**src/rtl/uart_rx_if.sv**
```systemverilog
// Bus bundle for uart_rx: oversample strobe and serial line in, received byte and status out.
interface uart_rx_if #(
  parameter int DATA_BITS = 8
) ();
  logic                 baud_tick;
  logic                 rx;
  logic [DATA_BITS-1:0] rx_data;
  logic                 rx_done;
  logic                 frame_err;
  logic                 rx_busy;

  modport master (
    output baud_tick,
    output rx,
    input  rx_data,
    input  rx_done,
    input  frame_err,
    input  rx_busy
  );

  modport slave (
    input  baud_tick,
    input  rx,
    output rx_data,
    output rx_done,
    output frame_err,
    output rx_busy
  );
endinterface

```
**src/rtl/uart_rx.sv**
```systemverilog
// 8x-oversampled UART receiver: LSB first, no parity, one stop bit.
// Optional macro RX_MAJORITY_VOTE_EN: 2-of-3 vote over the decision tick and the two before it.
module uart_rx #(
  parameter int OVERSAMPLE = 8,
  parameter int DATA_BITS  = 8
) (
  input  logic     clk,
  input  logic     rst,
  uart_rx_if.slave bus
);

  localparam int             BCW            = $clog2(DATA_BITS + 1);
  localparam logic [2:0]     START_DECISION = 3'(OVERSAMPLE / 2 - 1);
  localparam logic [2:0]     BIT_DECISION   = 3'(OVERSAMPLE - 1);
  localparam logic [BCW-1:0] LAST_BIT       = BCW'(DATA_BITS - 1);
  localparam logic [BCW-1:0] BIT_ONE        = BCW'(1);

  typedef enum logic [1:0] {
    IDLE  = 2'd0,
    START = 2'd1,
    DATA  = 2'd2,
    STOP  = 2'd3
  } state_t;

  state_t               state_r;
  logic [1:0]           sync_r;
  logic                 rx_s;
  logic                 line_s;
  logic [2:0]           tick_cnt;
  logic [BCW-1:0]       bit_cnt;
  logic [DATA_BITS-1:0] shift_r;
  logic [DATA_BITS-1:0] rx_data_r;
  logic                 rx_done_r;
  logic                 frame_err_r;
  logic                 busy_r;
  logic                 armed_r;

  // Two-flop synchronizer on the asynchronous serial line; resets to idle-high
  always_ff @(posedge clk or negedge rst) begin
    if (!rst) begin
      sync_r <= 2'b11;
    end else begin
      sync_r <= {sync_r[0], bus.rx};
    end
  end

  assign rx_s = sync_r[1];

`ifdef RX_MAJORITY_VOTE_EN
  function automatic logic majority3(input logic a, input logic b, input logic c);
    return (a & b) | (a & c) | (b & c);
  endfunction

  logic [1:0] hist_r;

  // Last two tick samples of rx_s, feeding the vote at each decision tick
  always_ff @(posedge clk or negedge rst) begin
    if (!rst) begin
      hist_r <= 2'b11;
    end else if (bus.baud_tick) begin
      hist_r <= {hist_r[0], rx_s};
    end
  end

  assign line_s = majority3(hist_r[1], hist_r[0], rx_s);
`else
  assign line_s = rx_s;
`endif

  // Receive FSM: only baud ticks advance it; status pulses last one clk
  always_ff @(posedge clk or negedge rst) begin
    if (!rst) begin
      state_r     <= IDLE;
      tick_cnt    <= 3'd0;
      bit_cnt     <= '0;
      shift_r     <= '0;
      rx_data_r   <= '0;
      rx_done_r   <= 1'b0;
      frame_err_r <= 1'b0;
      busy_r      <= 1'b0;
      armed_r     <= 1'b0;
    end else begin
      rx_done_r   <= 1'b0;
      frame_err_r <= 1'b0;
      if (bus.baud_tick) begin
        // A frame error below overrides this re-arm, so a held break cannot restart
        if (rx_s) begin
          armed_r <= 1'b1;
        end
        case (state_r)
          IDLE: begin
            tick_cnt <= 3'd0;
            bit_cnt  <= '0;
            if (!rx_s && armed_r) begin
              state_r <= START;
              busy_r  <= 1'b1;
            end
          end
          START: begin
            if (tick_cnt == START_DECISION) begin
              tick_cnt <= 3'd0;
              bit_cnt  <= '0;
              if (line_s) begin
                state_r <= IDLE;
                busy_r  <= 1'b0;
              end else begin
                state_r <= DATA;
              end
            end else begin
              tick_cnt <= tick_cnt + 3'd1;
            end
          end
          DATA: begin
            tick_cnt <= tick_cnt + 3'd1;
            if (tick_cnt == BIT_DECISION) begin
              shift_r <= {line_s, shift_r[DATA_BITS-1:1]};
              bit_cnt <= bit_cnt + BIT_ONE;
              if (bit_cnt == LAST_BIT) begin
                state_r <= STOP;
              end
            end
          end
          STOP: begin
            if (tick_cnt == BIT_DECISION) begin
              tick_cnt <= 3'd0;
              state_r  <= IDLE;
              busy_r   <= 1'b0;
              if (line_s) begin
                rx_data_r <= shift_r;
                rx_done_r <= 1'b1;
              end else begin
                frame_err_r <= 1'b1;
                armed_r     <= 1'b0;
              end
            end else begin
              tick_cnt <= tick_cnt + 3'd1;
            end
          end
          default: begin
            state_r  <= IDLE;
            tick_cnt <= 3'd0;
            bit_cnt  <= '0;
            busy_r   <= 1'b0;
          end
        endcase
      end
    end
  end

  assign bus.rx_data   = rx_data_r;
  assign bus.rx_done   = rx_done_r;
  assign bus.frame_err = frame_err_r;
  assign bus.rx_busy   = busy_r;

endmodule

```
**src/flat_wrapper.sv**
```systemverilog
// flat-port wrapper written by rule: the top's interface ports become plain ports
module uart_rx_flat 
#(
  parameter int OVERSAMPLE = 8,
  parameter int DATA_BITS  = 8
)
  (clk, rst, bus_baud_tick, bus_rx, bus_rx_data, bus_rx_done, bus_frame_err, bus_rx_busy);
  uart_rx_if #(.DATA_BITS(DATA_BITS)) bus_i ();
  input  logic clk;
  input  logic rst;
  input wire logic [$bits(bus_i.baud_tick)-1:0] bus_baud_tick;
  input wire logic [$bits(bus_i.rx)-1:0] bus_rx;
  output wire logic [$bits(bus_i.rx_data)-1:0] bus_rx_data;
  output wire logic [$bits(bus_i.rx_done)-1:0] bus_rx_done;
  output wire logic [$bits(bus_i.frame_err)-1:0] bus_frame_err;
  output wire logic [$bits(bus_i.rx_busy)-1:0] bus_rx_busy;
  assign bus_i.baud_tick = bus_baud_tick;
  assign bus_i.rx = bus_rx;
  assign bus_rx_data = bus_i.rx_data;
  assign bus_rx_done = bus_i.rx_done;
  assign bus_frame_err = bus_i.frame_err;
  assign bus_rx_busy = bus_i.rx_busy;
  uart_rx #(.OVERSAMPLE(OVERSAMPLE), .DATA_BITS(DATA_BITS)) u_core (.clk(clk), .rst(rst), .bus(bus_i));
endmodule
```
**config.mk**
```make
export PLATFORM = sky130hd
export DESIGN_NAME = uart_rx_flat
export DESIGN_NICKNAME = d
export VERILOG_FILES = /design/src/rtl/uart_rx_if.sv /design/src/rtl/uart_rx.sv /design/src/flat_wrapper.sv
export SDC_FILE = /design/constraint.sdc
export NUM_CORES = 1
export LEC_CHECK = 0
export BUFFER_PORTS_ARGS = -buffer_cell sky130_fd_sc_hd__buf_2
export CAP_MARGIN = 20
export CORE_MARGIN = 5
export CORE_UTILIZATION = 60
export CTS_BUF_LIST = sky130_fd_sc_hd__clkbuf_2 sky130_fd_sc_hd__clkbuf_4 sky130_fd_sc_hd__clkbuf_8
export CTS_CLUSTER_SIZE = 40
export DETAILED_ROUTE_END_ITERATION = 12
export GPL_TIMING_DRIVEN = 1
export PLACE_DENSITY = 0.92
export SETUP_SLACK_MARGIN = 0.1
export SLEW_MARGIN = 20
export SYNTH_ARGS = -nofsm -noshare
export SYNTH_HDL_FRONTEND = slang
export SYNTH_SLANG_ARGS = --single-unit
```
**constraint.sdc**
```tcl
create_clock -name clk -period 2.18 [get_ports clk]
set_clock_uncertainty 0.05 [all_clocks]
set_input_delay 0 -clock clk [delete_from_list [all_inputs] [get_ports clk]]
set_output_delay 0 -clock clk [all_outputs]
set_load 0.05 [all_outputs]
```
; ---- Word level (Yosys, flattened, before mapping)
; Index checks and enable logic that the tools add are counted.
[totals]
regBits = 31
inputBits = 4
out_inout_bits = 11
elab_cells = 64
[op_classes]
n_addsub = 2
n_eq_ne = 12
muxes = 30
reduce_logical = 10
[ops]
columns = cell, count
row1 = $mux 1, 16
row2 = $mux 2, 6
row3 = $ne 2x1->1 const B, 6
row4 = $pmux 3 s4, 1
row5 = $pmux 4 s3, 1
row6 = $reduce_and 6->1, 2
row7 = $mux 4, 2
row8 = $pmux 2 s4, 1
row9 = $reduce_and 4->1, 2
row10 = $mux 3, 2
row11 = $reduce_bool 3->1, 2
row12 = $add 4x1->4 const B, 1
row13 = $eq 2x2->1 const B, 2
row14 = $eq 4x3->1 const B, 1
row15 = $add 3x1->3 const B, 1
row16 = $eq 3x2->1 const B, 1
row17 = $eq 3x3->1 const B, 1
row18 = $pmux 1 s3, 1
row19 = $reduce_and 3->1, 1
row20 = $eq 2x1->1 const B, 1
row21 = $logic_not 2->1, 1
row22 = $logic_and 1x1->1, 1
row23 = $logic_not 1->1, 1

; ---- Logic depth before layout (Yosys ltp)
; Gate-level depths: netlist of the first run.
[logic_depth]
word_depth = 4
ltp_mapped = 6

; ---- Worst setup path after synthesis of the first run
; Ideal clock, no wire load.
[synth_path]
path_kind = register to register
from = register u_core.tick_cnt[0]
to = register u_core.rx_data_r[0] (netlist: u_core.bus.rx_data[0])
setup_ns = 0.125
arrival_ns = 1.496
setup_slack_ns = 0.509
path_stages_with_launch = 6
synth_period_minus_slack_ns = 1.671
path_cell_list = dfrtp_1 -> ha_1 -> ha_1 -> and4_4 -> nand2_4 -> mux2_2
[synth_between]
elab_chain_cells = 2
[synth_lines]
columns = item, line_no
row1 = start: declaration, uart_rx.sv:29  ; logic [2:0] tick_cnt;
row2 = start signal: assignment, uart_rx.sv:110  ; tick_cnt <= tick_cnt + 3'd1;
row3 = start signal: assignment, uart_rx.sv:114  ; tick_cnt <= tick_cnt + 3'd1;
row4 = start signal: assignment, uart_rx.sv:136  ; tick_cnt <= tick_cnt + 3'd1;
row5 = $eq 3x3->1, uart_rx.sv:124  ; if (tick_cnt == BIT_DECISION) begin
row6 = $reduce_and 4->1 (no line), -
row7 = end signal: assignment, uart_rx.sv:129  ; rx_data_r <= shift_r;
row8 = end: declaration, uart_rx.sv:32  ; logic [DATA_BITS-1:0] rx_data_r;
; No other way between the ends.
; A chain may end at the register's enable or synchronous reset.

; ---- Worst setup path after layout of the first run
[layout_path]
from = register u_core.tick_cnt[0]
to = register u_core.rx_data_r[7] (netlist: u_core.bus.rx_data[7])
; The elaborated chain is that of the path after synthesis.

==> results of run 1 <==
[layer usage]
| metal | share of wire | vias to the layer above | GRT usage |
|---|---|---|---|
| met2 | 0.47 | 17 | 0.260 |
| met1 | 0.47 | 444 | 0.213 |
| met3 | 0.040 | 5 | 0.0548 |
| met4 | 0.016 | 0 | 0.0647 |
| met5 | 0 | - | 0 |
| li1 | - | 436 | - |
[final cells by class]
type,count,area [um2],area share
Clock buffer,6,51.3,0.0325
Clock inverter,1,5.00,0.00317
Inverter,7,26.3,0.0167
Multi-Input combinational cell,69,591,0.375
Sequential cell,31,778,0.494
Tap cell,28,35.0,0.0222
Timing Repair Buffer,16,90.1,0.0571
[kinds of logic after synthesis]
kind of cell / Yosys count
adder cells (fa/ha/maj): 6
AND/OR/NAND/NOR: 29
buffers and inverters: 11
flip-flops: 31
multiplexers: 18
AO/OA/AOI/OAI: 16
[flip-flops by register name, summed over array words and instances, names as in the netlist, named ones only]
register              cells
u_core.bus.rx_data        8
u_core.shift_r            8
u_core.bit_cnt            4
u_core.tick_cnt           3
u_core.sync_r             2
u_core.armed_r            1
u_core.bus.frame_err      1
u_core.bus.rx_busy        1
u_core.bus.rx_done        1
u_core.state_r            1
[per-stage QoR]
step,hold WS (ns),std cells,utilization,power [W]
2_1_floorplan,-0.346,111,-,0.00101
3_3_place_gp,0.0103,149,0.672,0.00107
3_5_place_dp,0.0166,149,0.672,0.00109
4_1_cts,0.0321,158,0.706,0.00143
5_1_grt,0.0569,158,0.706,0.00151
6_report,0.0532,158,0.706,0.00142
[worst paths after layout]
kind	depth (start not counted)	slack [ns]	to
setup / recovery	5	0.40	u_core.bus.rx_data[7]$_DFFE_PN0P_
min in group asynchronous	2	0.19	u_core.bit_cnt[3]$_DFFE_PN0P_
hold / removal	3	0.05	u_core.tick_cnt[2]$_DFFE_PN0P_
setup reg to reg	5	0.40	u_core.bus.rx_data[7]$_DFFE_PN0P_
max in group asynchronous	2	1.46	u_core.armed_r$_DFFE_PN0P_
hold reg to reg	0	0.31	u_core.sync_r[1]$_DFF_PN1_
[Yosys cell counts, drive strengths merged (2+ instances only)]
cell type,count
nand2b,3
o22ai,2
nand3,2
o211ai,2
inv,7
nand2,6
dfrtp,29
ha,6
nor2,5
nand4,2
dfstp,2
nand3b,2
mux2,17
buf,4
[where the power goes]
| group | switching, W | leakage (nW) | internal [W] |
|---|---|---|---|
| logic | 0.000181 | 0.394 | 0.000156 |
| clock network | 0.000179 | 0.0341 | 0.000149 |
| registers | 0.000105 | 0.400 | 0.000646 |
[critical path: cells and delay by family, from the launching register on]
| kind | cells | cell delay, ns |
|---|---|---|
| adder cells (fa/ha/maj) | 2 | 0.52 |
| flip-flops | 1 | 0.40 |
| AND/OR/NAND/NOR | 2 | 0.37 |
| multiplexers | 1 | 0.35 |
==> impl_metrics.yaml, run 1 <==
synth:
  synth_area_per_cell_um2: 12.8
  netlist_instances: 111
  synth_seq_cells: 31
  yosysWarnings: 0
  ys_types: 39
  synth_top_area_share: 0.512
  synth_top_family_by_area: "multiplexers"
  synth_area_leaders: "dfrtp_1 (51%), mux2_2 (14%), ha_1 (5.3%)"
  synth_fa_ha_area_frac: 0.0530
  synth_edf_count: 0
  synth-async-reset-ratio: 1.00
  synth_top_flop_cell: "dfrtp_1"
  synth-simple-area-share: 0.136
  yosys.area.top_type: "dfrtp_1"
  syn-num-nets: 121
  synth_compound_area_frac: 0.0856
  synthMuxAreaShare: 0.142
  yosysSeqAreaShare: 0.549
  syn-cell-area_um2: 1420
  synth-xor-area-share: 0
cells_and_area:
  syn2layout_area_growth_pct: 11.2
  final_cell_mix: "dfrtp_1 (29), mux2_2 (17), buf_2 (14)"
  final_area_um2: 1580
  layout.nets: 140
  final_common_cell: "dfrtp_1"
  nFillCells: 148
  drive_gt1_frac: 0.346
  n_antenna_cell: 0
cts:
  insertion_delay_ns: 0.31
  clockRootBuffer: "clkbuf_4"
  cts_buffers: 5
  numClockSinks: 31
  cts-resized-gates: 0
  clock_path_buffers: 2
  h-tree-depth: 2
  postCtsHoldBufs: 2
  cts.clk_slew.worst_paths_ns: 0.09
  post-cts-setup-buffers: 0
  cts_tree: "built"
worst_setup_path:
  critPathSlowestCell: "dfrtp_1"
  max_stage_delay_ns: 0.40
  crit_path_frequent_cell: "ha_1"
  critPathLaunchType: "flip-flop"
  worst_setup_path_end_kind: "flip-flop"
  cp.required_ns: 2.34
  crit_path_max_fanout: 9
  critPathLaunch: "u_core.tick_cnt[0]$_DFFE_PN0P_"
  path_class: "flip-flop to flip-flop"
  reg2reg_from: "u_core.tick_cnt[0]$_DFFE_PN0P_"
  crit_path_cell_trace: "ha_1 -> ha_1 -> and4_4 -> nand2_4 -> mux2_2"
  crit_arrival_ns: 1.94
grt:
  overflow: 0
  antenna_found_initial: 0
  grt_max_degree: 32
  track_usage: 0.166
  grt_pass1_vias: 925
  grt_pass1_wl_um: 4250
drt:
  avgRoutedWirePerCell_um: 15.1
  drtIter0Drc: 19
  firstDrtPassIters: 4
  postRouteAntennaNets: 0
  via_per_inst: 5.71
  routed_wirelength_um: 2380
  drc_errors: 0
  vias: 902
sta:
  period_needed_ns: 1.78
  setup_viol: 0
  hold_viol: 0
  rsz0062_at_grt: "no"
  drv_slew: 0
  worst_slack_ns: 0.401
  tns_ns: 0
  max_slew_margin: 0.564
  fmax_mhz: 562
  tightest_slew_ns: 0.654
  fin_crit_sh: 0.816
placed_design:
  gp_congestion: 0.785
  dp_slack_ns: 0.398
  numPortBuffers: 14
  dpl.hpwl_um: 1690
  dpl-instance-area_um2: 1500
power_and_ir_drop:
  ir_drop_mv: 0.777
  powerDensity_nw_per_um2: 898
  p_leak_nw: 0.829
min_path:
  hp-class: "primary input to flip-flop"
  hold_start: "bus_baud_tick"
die:
  io-pin-count: 15
  die_h_um: 58.6
  die_x_um: 58.6
  rows: 17
  start_util: 0.635
  die_area_um2: 3430
  core-area_um2: 2230
flow_run:
  drv_cap: 0
outcome:
  status: "complete, no violations"
Power figures use the tool's default switching activity.
==> run 2: changes to the inputs <==
--- a/config.mk
+++ b/config.mk
@@ -8,12 +8,12 @@
 export BUFFER_PORTS_ARGS = -buffer_cell sky130_fd_sc_hd__buf_2
 export CAP_MARGIN = 20
 export CORE_MARGIN = 5
-export CORE_UTILIZATION = 60
+export CORE_UTILIZATION = 54
 export CTS_BUF_LIST = sky130_fd_sc_hd__clkbuf_2 sky130_fd_sc_hd__clkbuf_4 sky130_fd_sc_hd__clkbuf_8
 export CTS_CLUSTER_SIZE = 40
 export DETAILED_ROUTE_END_ITERATION = 12
 export GPL_TIMING_DRIVEN = 1
-export PLACE_DENSITY = 0.92
+export PLACE_DENSITY = 0.88
 export SETUP_SLACK_MARGIN = 0.1
 export SLEW_MARGIN = 20
 export SYNTH_ARGS = -nofsm -noshare
==> constraint.sdc (replaced) <==
create_clock -name clk -period 1.55 [get_ports clk]
set_clock_uncertainty 0.05 [all_clocks]
set_input_delay 0 -clock clk [delete_from_list [all_inputs] [get_ports clk]]
set_output_delay 0 -clock clk [all_outputs]
set_load 0.05 [all_outputs]
==> impl_metrics.yaml, run 2 (synthesis results as in run 1) <==
worst_setup_path:
  critPathLaunchType: "flip-flop"
  cp.required_ns: 1.72
  path_class: "flip-flop to flip-flop"
  critPathSlowestCell: "dfrtp_1"
  crit_family: "flip-flops"
  crit_path_max_fanout: 8
  crit_arrival_ns: 1.76
  crit_path_frequent_cell: "ha_4"
  max_stage_delay_ns: 0.43
  crit_path_cell_trace: "ha_4 -> buf_4 -> ha_4 -> nand3_4 -> mux2_2"
  path_buf_inv: 1
  worst_setup_path_end_kind: "flip-flop"
sta:
  tightest_slew_ns: 0.656
  rsz0062_at_grt: "yes"
  tns_ns: -0.299
  worst_slack_ns: -0.0392
  max_slew_margin: 0.562
  hold_viol: 0
  drv_slew: 0
  fin_crit_sh: 1.03
  period_needed_ns: 1.59
  setup_viol: 15
  fmax_mhz: 629
cts:
  clockRootBuffer: "clkbuf_4"
  cts.clk_slew.worst_paths_ns: 0.10
  insertion_delay_ns: 0.33
  cts_buffers: 5
  numClockSinks: 31
  clock_path_buffers: 2
  cts_tree: "built"
  h-tree-depth: 2
grt:
  grt_max_degree: 32
  track_usage: 0.179
  grt_pass1_wl_um: 4690
  antenna_found_initial: 0
  overflow: 0
  grt_pass1_vias: 988
drt:
  postRouteAntennaNets: 0
  vias: 992
  routed_wirelength_um: 3000
  drtIter0Drc: 16
  firstDrtPassIters: 4
  drc_errors: 0
  avgRoutedWirePerCell_um: 17.5
  via_per_inst: 5.80
min_path:
  hp-class: "primary input to flip-flop"
placed_design:
  dp_slack_ns: -0.0212
  gp_congestion: 0.775
  dpl.hpwl_um: 1810
  numPortBuffers: 14
  place_inst: 155
power_and_ir_drop:
  powerDensity_nw_per_um2: 1310
  ir_drop_mv: 1.16
  fin_total_pwr_w: 0.00238
  p_leak_nw: 0.950
die:
  rows: 18
  die_x_um: 61.2
  io-pin-count: 15
  core-area_um2: 2500
  die_h_um: 61.2
  die_area_um2: 3750
  start_util: 0.567
cells_and_area:
  n_antenna_cell: 0
  layout.nets: 150
  final_common_cell: "dfrtp_1"
  syn2layout_area_growth_pct: 28.6
  fin_util: 0.729
  drive_gt1_frac: 0.468
  layout.cells.non_filler: 171
  nFillCells: 151
  final_cell_mix: "dfrtp_1 (27), mux2_4 (15), buf_2 (14)"
outcome:
  status: "finished, violations left"
  violations: "setup timing"
flow_run:
  drv_cap: 0
run 2: final cells by class:
class | instances | area (um2) | share of cell area
clock inverters | 1 | 5.00 | 0.00275
inverters | 7 | 26.3 | 0.0144
repair buffers | 26 | 173 | 0.0947
multi-input cells | 69 | 742 | 0.407
clock buffers | 7 | 58.8 | 0.0323
well taps | 30 | 37.5 | 0.0206
flip-flops and latches | 31 | 781 | 0.428
run 2: final timing paths:
path                            slack [ns]                           start                        endpoint  depth (start not counted)
min in group asynchronous             0.17                             rst  u_core.tick_cnt[1]$_DFFE_PN0P_                          2
worst min register to register        0.31      u_core.sync_r[0]$_DFF_PN1_      u_core.sync_r[1]$_DFF_PN1_                          0
worst max-delay path                 -0.04  u_core.tick_cnt[1]$_DFFE_PN0P_   u_core.shift_r[7]$_DFFE_PN0P_                          5
worst max register to register       -0.04  u_core.tick_cnt[1]$_DFFE_PN0P_   u_core.shift_r[7]$_DFFE_PN0P_                          5
worst min-delay path                  0.05                   bus_baud_tick  u_core.tick_cnt[2]$_DFFE_PN0P_                          3
max in group asynchronous             0.80                             rst   u_core.state_r[0]$_DFFE_PN0P_                          2
run 2: layer usage:
layer  share of wire  global-route usage  wire, um  vias up
li1                -                   -         -      459
met4           0.018              0.0805        54        0
met3           0.039              0.0713       117        6
met2            0.50               0.267      1490       20
met1            0.45               0.230      1340      507
met5               0                   0         0        -
run 2: worst reg2reg max path, delay by kind of cell (launching register included):
kind          cells  cell delay (ns)
flops             1             0.43
fa+ha+maj         2             0.35
simple gates      1             0.15
buf+inv           1             0.14
mux               1             0.36
run 2: per-stage QoR:
| step | hold slack, ns | instance area [um2] |
|---|---|---|
| after floorplan | -0.346 | 1480 |
| after global placement | 0.00606 | 1600 |
| after detailed placement | 0.0199 | 1600 |
| final | 0.0459 | 1820 |
| after global routing | 0.0560 | 1820 |
| after CTS | 0.0307 | 1730 |
run 2: report_power, final:
| part | internal [W] | total (W) | switching [W] | leakage, nW |
|---|---|---|---|---|
| Combinational | 0.000406 | 0.000790 | 0.000384 | 0.512 |
| Sequential | 0.000913 | 0.00108 | 0.000164 | 0.399 |
| Clock | 0.000237 | 0.000514 | 0.000277 | 0.0387 |
run 2: repair_timing:
item                                   4_1_cts  5_1_grt
pin swaps                                    5        5
setup endpoints to repair                   22       26
setup buffers                                3        3
gates resized for setup                      8       16
endpoints found under the hold margin       30        0
hold buffers                                 2        0
==> run 3: changes to the inputs <==
--- a/config.mk
+++ b/config.mk
@@ -14,6 +14,7 @@
 export DETAILED_ROUTE_END_ITERATION = 12
 export GPL_TIMING_DRIVEN = 1
 export PLACE_DENSITY = 0.88
+export RECOVER_POWER = 50
 export SETUP_SLACK_MARGIN = 0.1
 export SLEW_MARGIN = 20
 export SYNTH_ARGS = -nofsm -noshare
==> impl_metrics.yaml, run 3 (synthesis results as in run 1) <==
placed_design:
  dpl.hpwl_um: 1810
  gp_congestion: 0.775
  numPortBuffers: 14
  dpl-instance-area_um2: 1600
cells_and_area:
  layout.nets: 150
  n_antenna_cell: 0
  final_area_um2: 1820
  nFillCells: 151
  final_cell_mix: "dfrtp_1 (27), mux2_4 (15), buf_2 (13)"
  final_common_cell: "dfrtp_1"
  syn2layout_area_growth_pct: 28.6
  drive_gt1_frac: 0.468
worst_setup_path:
  critPathLaunchType: "flip-flop"
  timing.rr.end: "u_core.shift_r[7]$_DFFE_PN0P_"
  max_stage_delay_ns: 0.43
  crit_path_frequent_cell: "ha_4"
  crit_arrival_ns: 1.76
  critPathSlowestCell: "dfrtp_1"
  ff2ff_path_depth: 5
  crit_family: "flip-flops"
  crit_path_cell_trace: "ha_4 -> buf_4 -> ha_4 -> nand3_4 -> mux2_2"
  cp.required_ns: 1.72
  regToRegSetupSlack_ns: -0.04
  path_class: "flip-flop to flip-flop"
  path_depth: 5
  worst_setup_path_end_kind: "flip-flop"
  reg2reg_from: "u_core.tick_cnt[1]$_DFFE_PN0P_"
  path_buf_inv: 1
  crit_path_max_fanout: 8
cts:
  numClockSinks: 31
  cts_tree: "built"
  insertion_delay_ns: 0.33
  clockRootBuffer: "clkbuf_4"
  cts.clk_slew.worst_paths_ns: 0.10
  clock_path_buffers: 2
  cts_buffers: 5
  h-tree-depth: 2
die:
  rows: 18
  core-area_um2: 2500
  start_util: 0.567
  die_x_um: 61.2
  die_h_um: 61.2
  io-pin-count: 15
  die_area_um2: 3750
min_path:
  hold_start: "bus_baud_tick"
  hold_end: "u_core.tick_cnt[2]$_DFFE_PN0P_"
  whs_path_depth: 3
  hp-class: "primary input to flip-flop"
flow_run:
  drv_cap: 0
grt:
  grt_pass1_vias: 988
  antenna_found_initial: 0
  track_usage: 0.179
  grt_pass1_wl_um: 4690
  grt_max_degree: 32
  overflow: 0
outcome:
  violations: "setup timing"
  status: "finished, violations left"
sta:
  setup_viol: 15
  hold_viol: 0
  drv_slew: 0
  max_slew_margin: 0.513
  fin_crit_sh: 1.03
  period_needed_ns: 1.59
  fmax_mhz: 629
  tightest_slew_ns: 0.730
  rsz0062_at_grt: "yes"
  hold_ws_ns: 0.0459
  worst_slack_ns: -0.0392
drt:
  drtIter0Drc: 16
  wl_met3_um: 117
  avgRoutedWirePerCell_um: 17.5
  via_per_inst: 5.80
  postRouteAntennaNets: 0
  dr_wl_met2_um: 1490
  firstDrtPassIters: 4
  routed_wirelength_um: 2990
  drc_errors: 0
  vias: 992
  topRoutingLayerUsed: "met4"
  wl_met1_um: 1340
power_and_ir_drop:
  p_leak_nw: 0.950
  powerDensity_nw_per_um2: 1310
  ir_drop_mv: 1.16
run 3: layout make-up:
cell class,instances,area [um2],area share
clock inverters,1,5.00,0.00275
well taps,30,37.5,0.0206
repair buffers,26,173,0.0947
clock buffers,7,58.8,0.0323
multi-input cells,69,742,0.407
inverters,7,26.3,0.0144
flip-flops and latches,31,781,0.428
run 3: how the worst max path moves through the flow:
| stage | slack [ns] | startpoint | end |
|---|---|---|---|
| floorplan | 0.04 | u_core.tick_cnt[0]$_DFFE_PN0P_ | u_core.bus.rx_data[0]$_DFFE_PN0P_ |
| global placement | 0.01 | u_core.tick_cnt[0]$_DFFE_PN0P_ | u_core.bus.rx_data[2]$_DFFE_PN0P_ |
| detailed placement | -0.02 | u_core.tick_cnt[0]$_DFFE_PN0P_ | u_core.bus.rx_data[4]$_DFFE_PN0P_ |
| CTS | -0.04 | u_core.tick_cnt[0]$_DFFE_PN0P_ | u_core.bus.rx_data[4]$_DFFE_PN0P_ |
| global route | -0.08 | u_core.tick_cnt[2]$_DFFE_PN0P_ | u_core.bus.rx_data[1]$_DFFE_PN0P_ |
| finish | -0.04 | u_core.tick_cnt[1]$_DFFE_PN0P_ | u_core.shift_r[7]$_DFFE_PN0P_ |
run 3: per-layer routing:
layer | global-route usage | up-vias
met5 | 0 | -
met3 | 0.0713 | 6
met2 | 0.267 | 20
li1 | - | 459
met1 | 0.230 | 507
met4 | 0.0805 | 0
run 3: report_power, final:
| group | internal (W) | leakage, nW | switching, W |
|---|---|---|---|
| clock network | 0.000237 | 0.0387 | 0.000277 |
| registers | 0.000913 | 0.399 | 0.000164 |
| logic | 0.000406 | 0.513 | 0.000384 |
run 3: worst register-to-register path, stage by stage, from the launching register on:
cell,delay (ns)
dfrtp_1,0.43
ha_4,0.19
buf_4,0.14
ha_4,0.16
nand3_4,0.15
mux2_2,0.36
run 3: stage by stage:
| stage | worst slack, ns | total power (W) | instances | TNS, ns | util |
|---|---|---|---|---|---|
| floorplan | 0.0440 | 0.00147 | 111 | 0 | - |
| global placement | 0.0123 | 0.00160 | 155 | 0 | 0.639 |
| detailed placement | -0.0212 | 0.00164 | 155 | -0.140 | 0.639 |
| CTS | -0.0379 | 0.00225 | 168 | -0.251 | 0.693 |
| global route | -0.0790 | 0.00251 | 171 | -1.16 | 0.729 |
| finish | -0.0392 | 0.00238 | 171 | -0.299 | 0.729 |
run 3: timing repair:
item	in CTS	in global routing
pin swaps	5	5
hold buffers	2	0
endpoints found under the hold margin	30	0
resized for setup	8	16
setup buffers	3	3
setup endpoints to repair	22	26
